[config.mk]
export PLATFORM = sky130hd
export DESIGN_NAME = or_rr_arbiter_flat
export DESIGN_NICKNAME = d
export VERILOG_FILES = /design/src/rtl/or_rr_arbiter_pkg.sv /design/src/rtl/or_rr_arbiter_if.sv /design/src/rtl/or_rr_arbiter_rr_pick.sv /design/src/rtl/or_rr_arbiter.sv /design/src/flat_wrapper.sv
export SDC_FILE = /design/constraint.sdc
export NUM_CORES = 1
export LEC_CHECK = 0
export ABC_AREA = 1
export CAP_MARGIN = 0
export CORE_MARGIN = 2
export CORE_UTILIZATION = 35
export CTS_CLUSTER_DIAMETER = 40
export DETAILED_ROUTE_END_ITERATION = 8
export REMOVE_ABC_BUFFERS = 1
export SLEW_MARGIN = 20
export SYNTH_ARGS = -nofsm -noshare
export SYNTH_HDL_FRONTEND = slang
export SYNTH_SLANG_ARGS = --single-unit
[constraint.sdc]
create_clock -name clk -period 2 [get_ports clk]
set_input_delay 0.4 -clock clk [delete_from_list [all_inputs] [get_ports clk]]
set_output_delay 0.4 -clock clk [all_outputs]
set_load 0.01 [all_outputs]
[src/rtl/or_rr_arbiter_pkg.sv]
// -----------------------------------------------------------------------------
// or_rr_arbiter_pkg
//   Shared definitions for the round-robin arbiter slice: FSM state encodings,
//   default sizing constants and a small modulo-N increment helper.
// -----------------------------------------------------------------------------
package or_rr_arbiter_pkg;

   // Encodings are fixed so traces stay readable across blocks that share them.
   typedef enum logic [1:0] {
      ST_IDLE  = 2'd0,
      ST_GRANT = 2'd1,
      ST_GAP   = 2'd2
   } arb_state_e;

   localparam int DEF_N        = 4;
   localparam int DEF_IDW      = 2;
   localparam int DEF_MAX_HOLD = 8;

   // Next index after idx, wrapping at n (n need not be a power of two).
   function automatic int wrap_inc(input int idx, input int n);
      return (idx + 1 >= n) ? 0 : idx + 1;
   endfunction

endpackage

[src/rtl/or_rr_arbiter_if.sv]
// -----------------------------------------------------------------------------
// or_rr_arbiter_if
//   Request/grant bundle between the requesting blocks and the arbiter.
//   req      : level request vector, one bit per requester
//   grant    : registered one-hot grant
//   owner    : index of the granted requester (valid while busy)
//   busy     : a grant is active
//   timeout  : one-cycle pulse when a grant was revoked for holding too long
//   master   : requester side;  slave : arbiter side
// -----------------------------------------------------------------------------
interface or_rr_arbiter_if
   import or_rr_arbiter_pkg::*;
#(
   parameter int N   = DEF_N,
   parameter int IDW = DEF_IDW
);
   logic [N-1:0]   req;
   logic [N-1:0]   grant;
   logic [IDW-1:0] owner;
   logic           busy;
   logic           timeout;

   modport master (
      output req,
      input  grant, owner, busy, timeout
   );

   modport slave (
      input  req,
      output grant, owner, busy, timeout
   );
endinterface

[src/rtl/or_rr_arbiter_rr_pick.sv]
// -----------------------------------------------------------------------------
// or_rr_arbiter_rr_pick
//   Combinational rotating priority encoder. Returns the first set bit of req
//   scanning ptr, ptr+1, ... wrapping modulo N.
//   req  : request vector
//   ptr  : index holding highest priority
//   any  : at least one request present
//   idx  : winning index (0 when any=0)
// -----------------------------------------------------------------------------
module or_rr_arbiter_rr_pick
   import or_rr_arbiter_pkg::*;
#(
   parameter int N   = DEF_N,
   parameter int IDW = DEF_IDW
) (
   input  logic [N-1:0]   req,
   input  logic [IDW-1:0] ptr,
   output logic           any,
   output logic [IDW-1:0] idx
);

   // Scan from the lowest-priority offset up to the highest so the last hit
   // written is the one closest to ptr.
   always_comb begin
      int             j;
      logic [IDW-1:0] jj;
      any = |req;
      idx = '0;
      j   = 0;
      jj  = '0;
      for (int i = N - 1; i >= 0; i--) begin
         j = int'(ptr) + i;
         if (j >= N) j = j - N;
         jj = IDW'(j);
         if (req[jj]) idx = jj;
      end
   end

endmodule

[src/rtl/or_rr_arbiter.sv]
// -----------------------------------------------------------------------------
// or_rr_arbiter
//   Round-robin arbiter sharing one gated datapath among N requesters.
//   One grant at a time, held while the owner keeps requesting, revoked after
//   MAX_HOLD consecutive cycles (0 = never). Every release is followed by a
//   single idle-grant cycle so the shared path can turn around.
//   clk    : rising-edge clock
//   rst_n  : asynchronous active-low reset
//   bus    : request/grant bundle (slave side), all outputs registered
// -----------------------------------------------------------------------------
module or_rr_arbiter
   import or_rr_arbiter_pkg::*;
#(
   parameter int N        = DEF_N,
   parameter int IDW      = DEF_IDW,
   parameter int MAX_HOLD = DEF_MAX_HOLD
) (
   input  logic           clk,
   input  logic           rst_n,
   or_rr_arbiter_if.slave bus
);

   // Wide enough to reach MAX_HOLD; with MAX_HOLD=0 it only saturates.
   localparam int HCW = (MAX_HOLD < 1) ? 1 : $clog2(MAX_HOLD + 1);

   arb_state_e     state, state_n;
   logic [IDW-1:0] ptr, ptr_n;
   logic [HCW-1:0] hold_cnt, hold_n;
   logic [N-1:0]   grant_q, grant_n;
   logic [IDW-1:0] owner_q, owner_n;
   logic           busy_q, busy_n;
   logic           tmo_q, tmo_n;

   logic           pick_any;
   logic [IDW-1:0] pick_idx;

   or_rr_arbiter_rr_pick #(.N(N), .IDW(IDW)) u_pick (
      .req (bus.req),
      .ptr (ptr),
      .any (pick_any),
      .idx (pick_idx)
   );

   always_ff @(posedge clk or negedge rst_n) begin
      if (!rst_n) begin
         state    <= ST_IDLE;
         ptr      <= '0;
         hold_cnt <= '0;
         grant_q  <= '0;
         owner_q  <= '0;
         busy_q   <= 1'b0;
         tmo_q    <= 1'b0;
      end else begin
         state    <= state_n;
         ptr      <= ptr_n;
         hold_cnt <= hold_n;
         grant_q  <= grant_n;
         owner_q  <= owner_n;
         busy_q   <= busy_n;
         tmo_q    <= tmo_n;
      end
   end

   always_comb begin
      state_n = state;
      ptr_n   = ptr;
      hold_n  = hold_cnt;
      grant_n = grant_q;
      owner_n = owner_q;
      busy_n  = busy_q;
      tmo_n   = 1'b0;

      unique case (state)
         ST_IDLE, ST_GAP: begin
            grant_n = '0;
            busy_n  = 1'b0;
            state_n = ST_IDLE;
            if (pick_any) begin
               grant_n           = '0;
               grant_n[pick_idx] = 1'b1;
               owner_n           = pick_idx;
               busy_n            = 1'b1;
               hold_n            = HCW'(1);
               state_n           = ST_GRANT;
            end
         end

         ST_GRANT: begin
            // A voluntary drop wins over the hold limit, so no timeout then.
            if (!bus.req[owner_q]) begin
               grant_n = '0;
               busy_n  = 1'b0;
               ptr_n   = IDW'(wrap_inc(int'(owner_q), N));
               state_n = ST_GAP;
            end else if (MAX_HOLD != 0 && hold_cnt == HCW'(MAX_HOLD)) begin
               grant_n = '0;
               busy_n  = 1'b0;
               tmo_n   = 1'b1;
               ptr_n   = IDW'(wrap_inc(int'(owner_q), N));
               state_n = ST_GAP;
            end else if (hold_cnt != '1) begin
               hold_n = hold_cnt + 1'b1;
            end
         end

         default: begin
            grant_n = '0;
            busy_n  = 1'b0;
            state_n = ST_IDLE;
         end
      endcase
   end

   assign bus.grant   = grant_q;
   assign bus.owner   = owner_q;
   assign bus.busy    = busy_q;
   assign bus.timeout = tmo_q;

endmodule

[src/flat_wrapper.sv]
// flat-port wrapper written by rule: the top's interface ports become plain ports
module or_rr_arbiter_flat import or_rr_arbiter_pkg::*;
#(
   parameter int N        = DEF_N,
   parameter int IDW      = DEF_IDW,
   parameter int MAX_HOLD = DEF_MAX_HOLD
)
  (clk, rst_n, bus_req, bus_grant, bus_owner, bus_busy, bus_timeout);
  or_rr_arbiter_if #(.N(N), .IDW(IDW)) bus_i ();
  input  logic clk;
  input  logic rst_n;
  input wire logic [$bits(bus_i.req)-1:0] bus_req;
  output wire logic [$bits(bus_i.grant)-1:0] bus_grant;
  output wire logic [$bits(bus_i.owner)-1:0] bus_owner;
  output wire logic [$bits(bus_i.busy)-1:0] bus_busy;
  output wire logic [$bits(bus_i.timeout)-1:0] bus_timeout;
  assign bus_i.req = bus_req;
  assign bus_grant = bus_i.grant;
  assign bus_owner = bus_i.owner;
  assign bus_busy = bus_i.busy;
  assign bus_timeout = bus_i.timeout;
  or_rr_arbiter #(.N(N), .IDW(IDW), .MAX_HOLD(MAX_HOLD)) u_core (.clk(clk), .rst_n(rst_n), .bus(bus_i));
endmodule
### After elaboration in Yosys (flattened, before gate mapping)

Index checks and enable logic that the tools add are counted.

| operators by class | value |
|---|---|
| $add $sub $neg | 9 |
| order comparisons | 12 |
| equal/unequal tests | 10 |
| muxes and demuxes | 43 |
| reduce and logical (&&, ||, !) cells | 8 |

Operators by type and width:

| operator | number |
|---|---|
| 4-bit two-way mux | 7 |
| 2-bit two-way mux | 13 |
| 2-bit by 3-bit < comparator with 1-bit output (second input constant) | 6 |
| 4-bit one-hot mux with 2 select lines | 2 |
| 1-bit two-way mux | 13 |
| 3-bit >= comparator (second input constant) | 4 |
| 1-bit binary-select mux with 2-bit select | 5 |
| 2-bit by 1-bit subtractor with 2-bit output (second input constant) | 4 |
| 2-bit by 1-bit adder with 3-bit output (second input constant) | 2 |
| 2-bit by 2-bit adder with 3-bit output (second input constant) | 2 |
| 2-bit by 1-bit != test with 1-bit output (second input constant) | 3 |
| 5-bit AND reduction | 1 |
| 4-bit by 1-bit adder with 4-bit output (second input constant) | 1 |
| 4-bit equality test (second input constant) | 1 |
| 2-bit != test (second input constant) | 2 |
| 4-bit != test (second input constant) | 1 |
| 2-bit one-hot mux with 2 select lines | 1 |
| 2-bit AND reduction | 2 |
| 4-bit OR reduction | 1 |
| 2-bit by 3-bit >= comparator with 1-bit output (second input constant) | 1 |
| 3-bit != test (second input constant) | 1 |
| 1-bit demux with 2-bit select | 1 |
| 2-bit by 1-bit equality test with 1-bit output (second input constant) | 1 |
| 2-bit equality test (second input constant) | 1 |
| other kinds (6) | 6 |

| word-level totals | value |
|---|---|
| bits in registers | 16 |
| output and inout port bits | 8 |
| logic and storage cells | 89 |

### Depth between registers and ports, before layout

Gate-level depths: netlist of run 1.

| logic depth | value |
|---|---|
| depth after elaboration | 15 |
| gate-level depth with buffers | 11 |
| mapped depth without buffers | 10 |

### Hierarchy

From an unflattened synthesis of run 1, not the netlist that was laid out.

| second synthesis, totals | value |
|---|---|
| cells, all modules | 143 |
| area, all modules | 1002.2 um^2 |

Modules (own cells, without submodules):

| module | times used | cells an instance | area each (um^2) | sequential area each (um^2) |
|---|---|---|---|---|
| or_rr_arbiter | 1 | 97 | 813.3 | 375.4 |
| or_rr_arbiter_rr_pick | 1 | 46 | 188.9 | 0.0 |

### Least setup slack after synthesis of run 1

No wires, ideal clock.

| timing | value |
|---|---|
| path kind | register to register |
| start point | reg u_core.hold_cnt[0] |
| end point | reg u_core.hold_cnt[2] |
| library setup time | 0.121 ns |
| data arrival time | 1.188 ns |
| required time | 1.879 ns |
| path slack | 0.692 ns |
| stages on the path, launching flop included | 11 |
| clock period less this slack | 1.308 ns |
| path through | dfrtp_1 inv_1 ha_1 nand2_1 nor2_1 inv_1 nand3_2 nand2_2 nand3_2 nand2_1 o21ai_1 |

| between the ends | value |
|---|---|
| word-level cells in the longest chain between the ends | 5 |

RTL lines:

| item | RTL line | RTL |
|---|---|---|
| start, declared | or_rr_arbiter.sv:28 | `logic [HCW-1:0] hold_cnt, hold_n;` |
| start signal, assigned | or_rr_arbiter.sv:56 | `hold_cnt <= hold_n;` |
| 4-bit by 1-bit adder with 4-bit output | or_rr_arbiter.sv:102 | `hold_n = hold_cnt + 1'b1;` |
| 4-bit two-way mux | or_rr_arbiter.sv:101 | `end else if (hold_cnt != '1) begin` |
| 4-bit two-way mux | or_rr_arbiter.sv:95 | `end else if (MAX_HOLD != 0 && hold_cnt == HCW'(MAX_HOLD)) begin` |
| 4-bit two-way mux | or_rr_arbiter.sv:90 | `if (!bus.req[owner_q]) begin` |
| 4-bit one-hot mux with 2 select lines | or_rr_arbiter.sv:73 | `unique case (state)` |

Parallel ways exist; a longest one is shown, timed or not. The select of a mux whose other input is x is not followed.
A chain may end at the register's enable or synchronous reset.

### Worst setup path in the final report of run 1

| timing | value |
|---|---|
| start point | reg u_core.owner_q[0] (netlist: u_core.bus.owner[0]) |
| end point | out bus_owner[0] |

RTL lines:

| item | RTL line | RTL |
|---|---|---|
| start, declared | or_rr_arbiter.sv:30 | `logic [IDW-1:0] owner_q, owner_n;` |
| start signal, assigned | or_rr_arbiter.sv:58 | `owner_q <= owner_n;` |
| end, declared | flat_wrapper.sv:14 | `output wire logic [$bits(bus_i.owner)-1:0] bus_owner;` |

No word-level cell between the ends.

==> results.md, run 1 <==
- Status: finished clean
- I/O Buffers: 13
- Fmax: 574.8 MHz
- M3 GR Usage: 2.721%
- Detail Route Antenna Nets: 0
- Setup TNS: 0 ns
- Tcrit/Tclk final: 86.99%
- Type of origin of the critical path: register
- Gr usage total: 13.63%
- VDD IR max: 670.9 uV
- Vias in the first global route: 823
- CP Class: reg -> out
- Resized cells post-CTS: 0
- Final Cell Area: 1205 um^2
- Crit path arrival time: 1.34 ns
- Top FF cell, synth: dfrtp_1
- Most common cell after layout, fill and taps aside: nand2_1
- NumNets Final: 155
- Period minus WS final: 1.740 ns
- CP Capture Type: output pin
- Fill count: 261
- Die width: 57.55 um
- Synth area leader: dfrtp_1
- Post-synth cell types: 24
- Worst-path clk slew: 0.10 ns
- CTS sink count: 16
- Post-synthesis register bit count: 16
- Hold_ws: 0.4300 ns
- Largest net degree at the start of global routing: 17
- Critical path, cell by cell: clkdlybuf4s50_1
- Worst Reg-to-Reg Cells: 10
- H-tree depth: 1
- Least-Margin Pin Slew: 0.4097 ns
- CP top delay family: buffers and inverters
- Slowest Stage Delay on Critical Path: 0.58 ns
- Die area: 3311 um^2
- # diodes: 0
- Initial antenna violation count: 0
- Worst slack, placed: 0.1675 ns
- Core region area: 2734 um^2
- GPL Wtd Cong: 0.8198
- Initial DRC count: 19
- Min-delay worst type: in -> async
- Max FO, Critical Path: 7
- Number of remaining DRC errors: 0
- Fin Clk Skew: 0.003615 ns
- DR WL/cell: 11.33 um
- R2r startpoint: u_core.hold_cnt[0]$_DFFE_PN0P_
- Setup violation total in the final timing report: 0
- Vias: 841
- Yosys Warn Count: 0
- Max-cap violations: 0
- Initial core utilization: 36.70%
- Worst R2R End: u_core.hold_cnt[3]$_DFFE_PN0P_
- FFs w/ async S/R, synth: 100.0%
- Gr busiest metal: met2
- Area contributors post-synth: dfrtp_1, nand2_1, inv_1
- PD cells: 1516 nW/um^2
- Leak: 0.6143 nW
- Syn Inst Count: 128
- Total Power Consumption: 1.827 mW
- P&R area growth vs syn: 20.08%
- CTS tree: yes
- First-pass GRT wire length: 3532 um
- Slew Viols, Final: 0
- CP required: 1.60 ns
- Hold buffers post-CTS: 0
- Cell area after placement: 1169 um^2
- DR vias/cell: 4.778
- Post-synth EDFFs: 0
- # IOs: 14
- Met2 Use GR: 22.56%
- CTS max path bufs: 2
- Area of the multi-input gates: 515.5 um^2
- Die height: 57.55 um
- CP bufs+invs: 1
- Most frequent cells in the layout: nand2_1, inv_1, dfrtp_1, clkdlybuf4s50_1, nand3_1
- Clock Tree Root: clkbuf_4
- Avg Cell Area, Syn: 7.840 um^2
- # rows: 19
- Slowest stage cell, crit path: clkdlybuf4s50_1
- Global route overflow: 0
- Post-Route WL: 1994 um
- Total CTS buffers: 3
- Final hold vios: 0
- DRT Pass-1 Iters: 4
- Post-synthesis sequential area ratio: 39.90%
- Fraction of layout cells with a size suffix above 1: 20.00%
- Relative slew margins: 72.68%
- Worst setup margin: 0.2601 ns
- Number of setup buffers added after CTS: 0
- Clock latency on the worst-skew pair: 0.28 ns
- R2r setup slk: 0.51 ns
- Area fraction of the dominant cell type after synthesis: 39.90%
- RSZ-0062 raised after global routing: false
- Post-detail-place hpwl: 1541 um
- Met1 Usage GRT: 17.99%
- Register Area: 400.4 um^2
- Synth Cell Area: 1003 um^2
==> cell type report <==
cell class	count	share of cell area (%)
inverter	19	6.334
timing repair buffer	14	11.42
multi-input combinational	92	42.78
tap	31	3.219
clock buffer	4	3.011
sequential	16	33.23
==> how the worst max path moves through the flow <==
stage | endpoint | slack (ns) | start | cells past startpoint
after global placement | u_core.hold_cnt[2]$_DFFE_PN0P_ | 0.22 | bus_req[3] | 8
after floorplan | u_core.hold_cnt[2]$_DFFE_PN0P_ | 0.69 | u_core.hold_cnt[0]$_DFFE_PN0P_ | 10
after global routing | bus_owner[0] | 0.18 | u_core.bus.owner[0]$_DFFE_PN0P_ | 1
after CTS | bus_owner[0] | 0.24 | u_core.bus.owner[0]$_DFFE_PN0P_ | 1
after detailed placement | u_core.hold_cnt[3]$_DFFE_PN0P_ | 0.17 | bus_req[3] | 8
final | bus_owner[0] | 0.26 | u_core.bus.owner[0]$_DFFE_PN0P_ | 1
==> stage by stage <==
stage | util, % | cells
after floorplan | - | 127
after global placement | 42.75 | 172
after detailed placement | 42.75 | 172
after CTS | 44.07 | 176
after global routing | 44.07 | 176
final | 44.07 | 176
==> report_power, final <==
part	internal (mW)	switching [mW]	leakage [nW]	total (mW)
clock network	0.111	0.103	0.0210	0.214
logic	0.419	0.593	0.390	1.01
registers	0.452	0.148	0.204	0.600
total	0.982	0.845	0.614	1.83
==> state kept, by name (all words and copies together) (netlist names) <==
register / flops
u_core.bus.grant: 4
u_core.hold_cnt: 4
u_core.bus.busy: 1
u_core.ptr: 2
u_core.bus.owner: 2
u_core.bus.timeout: 1
u_core.state: 2
==> per-layer routing <==
layer  part of all wire [%]  routed length [um]
met3                    2.7                  54
met5                      0                   0
met2                     45                 903
met1                     51                1018
met4                   0.85                  17
==> synthesized netlist by cell type (3+ instances only) <==
library cell  instances
dfrtp_1              16
ha_1                  3
inv_1                17
nand2_1              39
nand2_2               8
nand3_1               9
nand3_2               6
nor2_1                4
o21ai_1               6
==> kinds of logic after synthesis <==
group	count (synthesis)	share of synthesized area, %
AOI/OAI and AO/OA	12	7.357
xor gates and xnor gates	1	0.8730
adders and majority gates	3	3.741
buffers and inverters	20	8.728
DFF	16	39.90
and+or+nand+nor	76	39.40
No activity file was read; power rests on OpenSTA's default activity.
==> run 2: changes to the inputs <==
SKIP_LAST_GASP = 1   (was default)
clock period = 1.7 ns   (was 2 ns; I/O delays follow)
==> run 2 against run 1 <==
Critical path depth unchanged. Clock power increased by 14%. Combinational power increased by 23%. Core utilization increased by 0.92 points. Highest routed layer unchanged. Non-clock buffer count increased by 3. Setup slack got worse by 0.17 ns. Flip-flop and latch count unchanged.
==> results.md, run 2 (synthesis gave the netlist of run 1 again) <==
- R2r startpoint: u_core.hold_cnt[0]$_DFFE_PN0P_
- Hold buffers post-CTS: 0
- Core region area: 2734 um^2
- # diodes: 0
- NumNets Final: 158
- Max-cap violations: 0
- Worst-path clk slew: 0.09 ns
- Cell area after placement: 1191 um^2
- Least-Margin Pin Slew: 0.3890 ns
- Fin Clk Skew: 0.0008800 ns
- Die width: 57.55 um
- Gr usage total: 12.39%
- Period minus WS final: 1.605 ns
- Dpl cells: 175
- Post-Route WL: 1841 um
- Slowest Stage Delay on Critical Path: 0.55 ns
- Initial DRC count: 11
- Tcrit/Tclk final: 94.41%
- Relative slew margins: 74.07%
- CP top delay family: buffers and inverters
- Crit path launch: u_core.bus.owner[0]$_DFFE_PN0P_
- Resized cells post-CTS: 0
- Non-filler cells in the finished layout: 179
- Crit path capture: bus_owner[0]
- Worst Reg-to-Reg Cells: 10
- Most common cell after layout, fill and taps aside: nand2_1
- CP Class: reg -> out
- CTS max path bufs: 2
- Min-delay worst type: in -> async
- Vias in the first global route: 762
- Crit path arrival time: 1.26 ns
- DR WL/cell: 10.28 um
- Die height: 57.55 um
- Vias: 828
- Clock Tree Root: clkbuf_4
- Post-detail-place hpwl: 1482 um
- DR vias/cell: 4.626
- Number of remaining DRC errors: 0
- CP required: 1.36 ns
- Initial core utilization: 36.70%
- CP Capture Type: output pin
- CTS tree: yes
- Max FO, Critical Path: 7
- Setup violation total in the final timing report: 0
- Total CTS buffers: 3
- Worst R2R End: u_core.hold_cnt[2]$_DFFE_PN0P_
- Hold_ws: 0.3757 ns
- CTS sink count: 16
- # IOs: 14
- Number of setup buffers added after CTS: 0
- Slowest stage cell, crit path: clkdlybuf4s50_1
- H-tree depth: 1
- Final Cell Area: 1230 um^2
- Fraction of layout cells with a size suffix above 1: 22.97%
- Fmax: 623.1 MHz
- First-pass GRT wire length: 3222 um
- Slew Viols, Final: 0
- Leak: 0.6268 nW
- RSZ-0062 raised after global routing: false
- I/O Buffers: 13
- Detail Route Antenna Nets: 0
- GPL Wtd Cong: 0.8164
- # rows: 19
- Clock latency on the worst-skew pair: 0.28 ns
- P&R area growth vs syn: 22.57%
- Global route overflow: 0
- PD cells: 1779 nW/um^2
- Logic depth of the worst path, buffers included: 1
- Die area: 3311 um^2
- Initial antenna violation count: 0
- DRT Pass-1 Iters: 4
- CP bufs+invs: 1
- Type of origin of the critical path: register
- Critical path, cell by cell: clkdlybuf4s50_1
- Status: finished clean
- R2r setup slk: 0.24 ns
- Final hold vios: 0
- VDD IR max: 1055 uV
- Most frequent cells in the layout: nand2_1, inv_1, dfrtp_1, clkdlybuf4s50_1, nand3_1
- Largest net degree at the start of global routing: 17
-- run 2: cell count changes in the layout (fill, tap and decap cells not counted) --
cell,delta
buf_4,+3
dfrtp_1,-2
dfrtp_2,+2
-- run 2: cell type report --
cell class,count,area [um^2]
Tap cell,31,38.79
Sequential cell,16,402.9
Fill cell,276,1504
Multi-Input combinational cell,92,515.5
Timing Repair Buffer,17,160.2
Clock buffer,4,36.28
Inverter,19,76.32
-- run 2: worst min path at each step --
stage,end,cells past startpoint
finish,u_core.ptr[1]$_DFFE_PN0P_,2
global route,u_core.ptr[1]$_DFFE_PN0P_,2
CTS,u_core.ptr[1]$_DFFE_PN0P_,2
detailed placement,u_core.bus.busy$_DFFE_PN0P_,2
global placement,u_core.bus.busy$_DFFE_PN0P_,2
floorplan,u_core.bus.busy$_DFFE_PN0P_,0
-- run 2: routing by layer --
metal | track usage (%) | vias up | wire (um)
met2 | 19.16 | 15 | 816
met3 | 4.762 | 2 | 82
met5 | 0 | - | 0
met4 | 0.9967 | 0 | 12
met1 | 17.24 | 370 | 930
li1 | - | 441 | -
-- run 2: stage by stage --
step / utilization (%) / setup slack [ns] / setup TNS, ns / power, mW
floorplan: - / 0.3916 / 0 / 1.561
global placement: 43.57 / -0.06280 / -0.2225 / 1.942
detailed placement: 43.57 / -0.07668 / -0.2658 / 1.958
CTS: 44.90 / 0.006118 / 0 / 2.214
global route: 44.99 / 0.03254 / 0 / 2.409
finish: 44.99 / 0.09506 / 0 / 2.188
-- run 2: where the power goes --
group / switching [mW] / internal [mW] / total (mW)
logic: 0.704 / 0.538 / 1.24
registers: 0.167 / 0.537 / 0.704
clock network: 0.113 / 0.130 / 0.243
total: 0.983 / 1.20 / 2.19
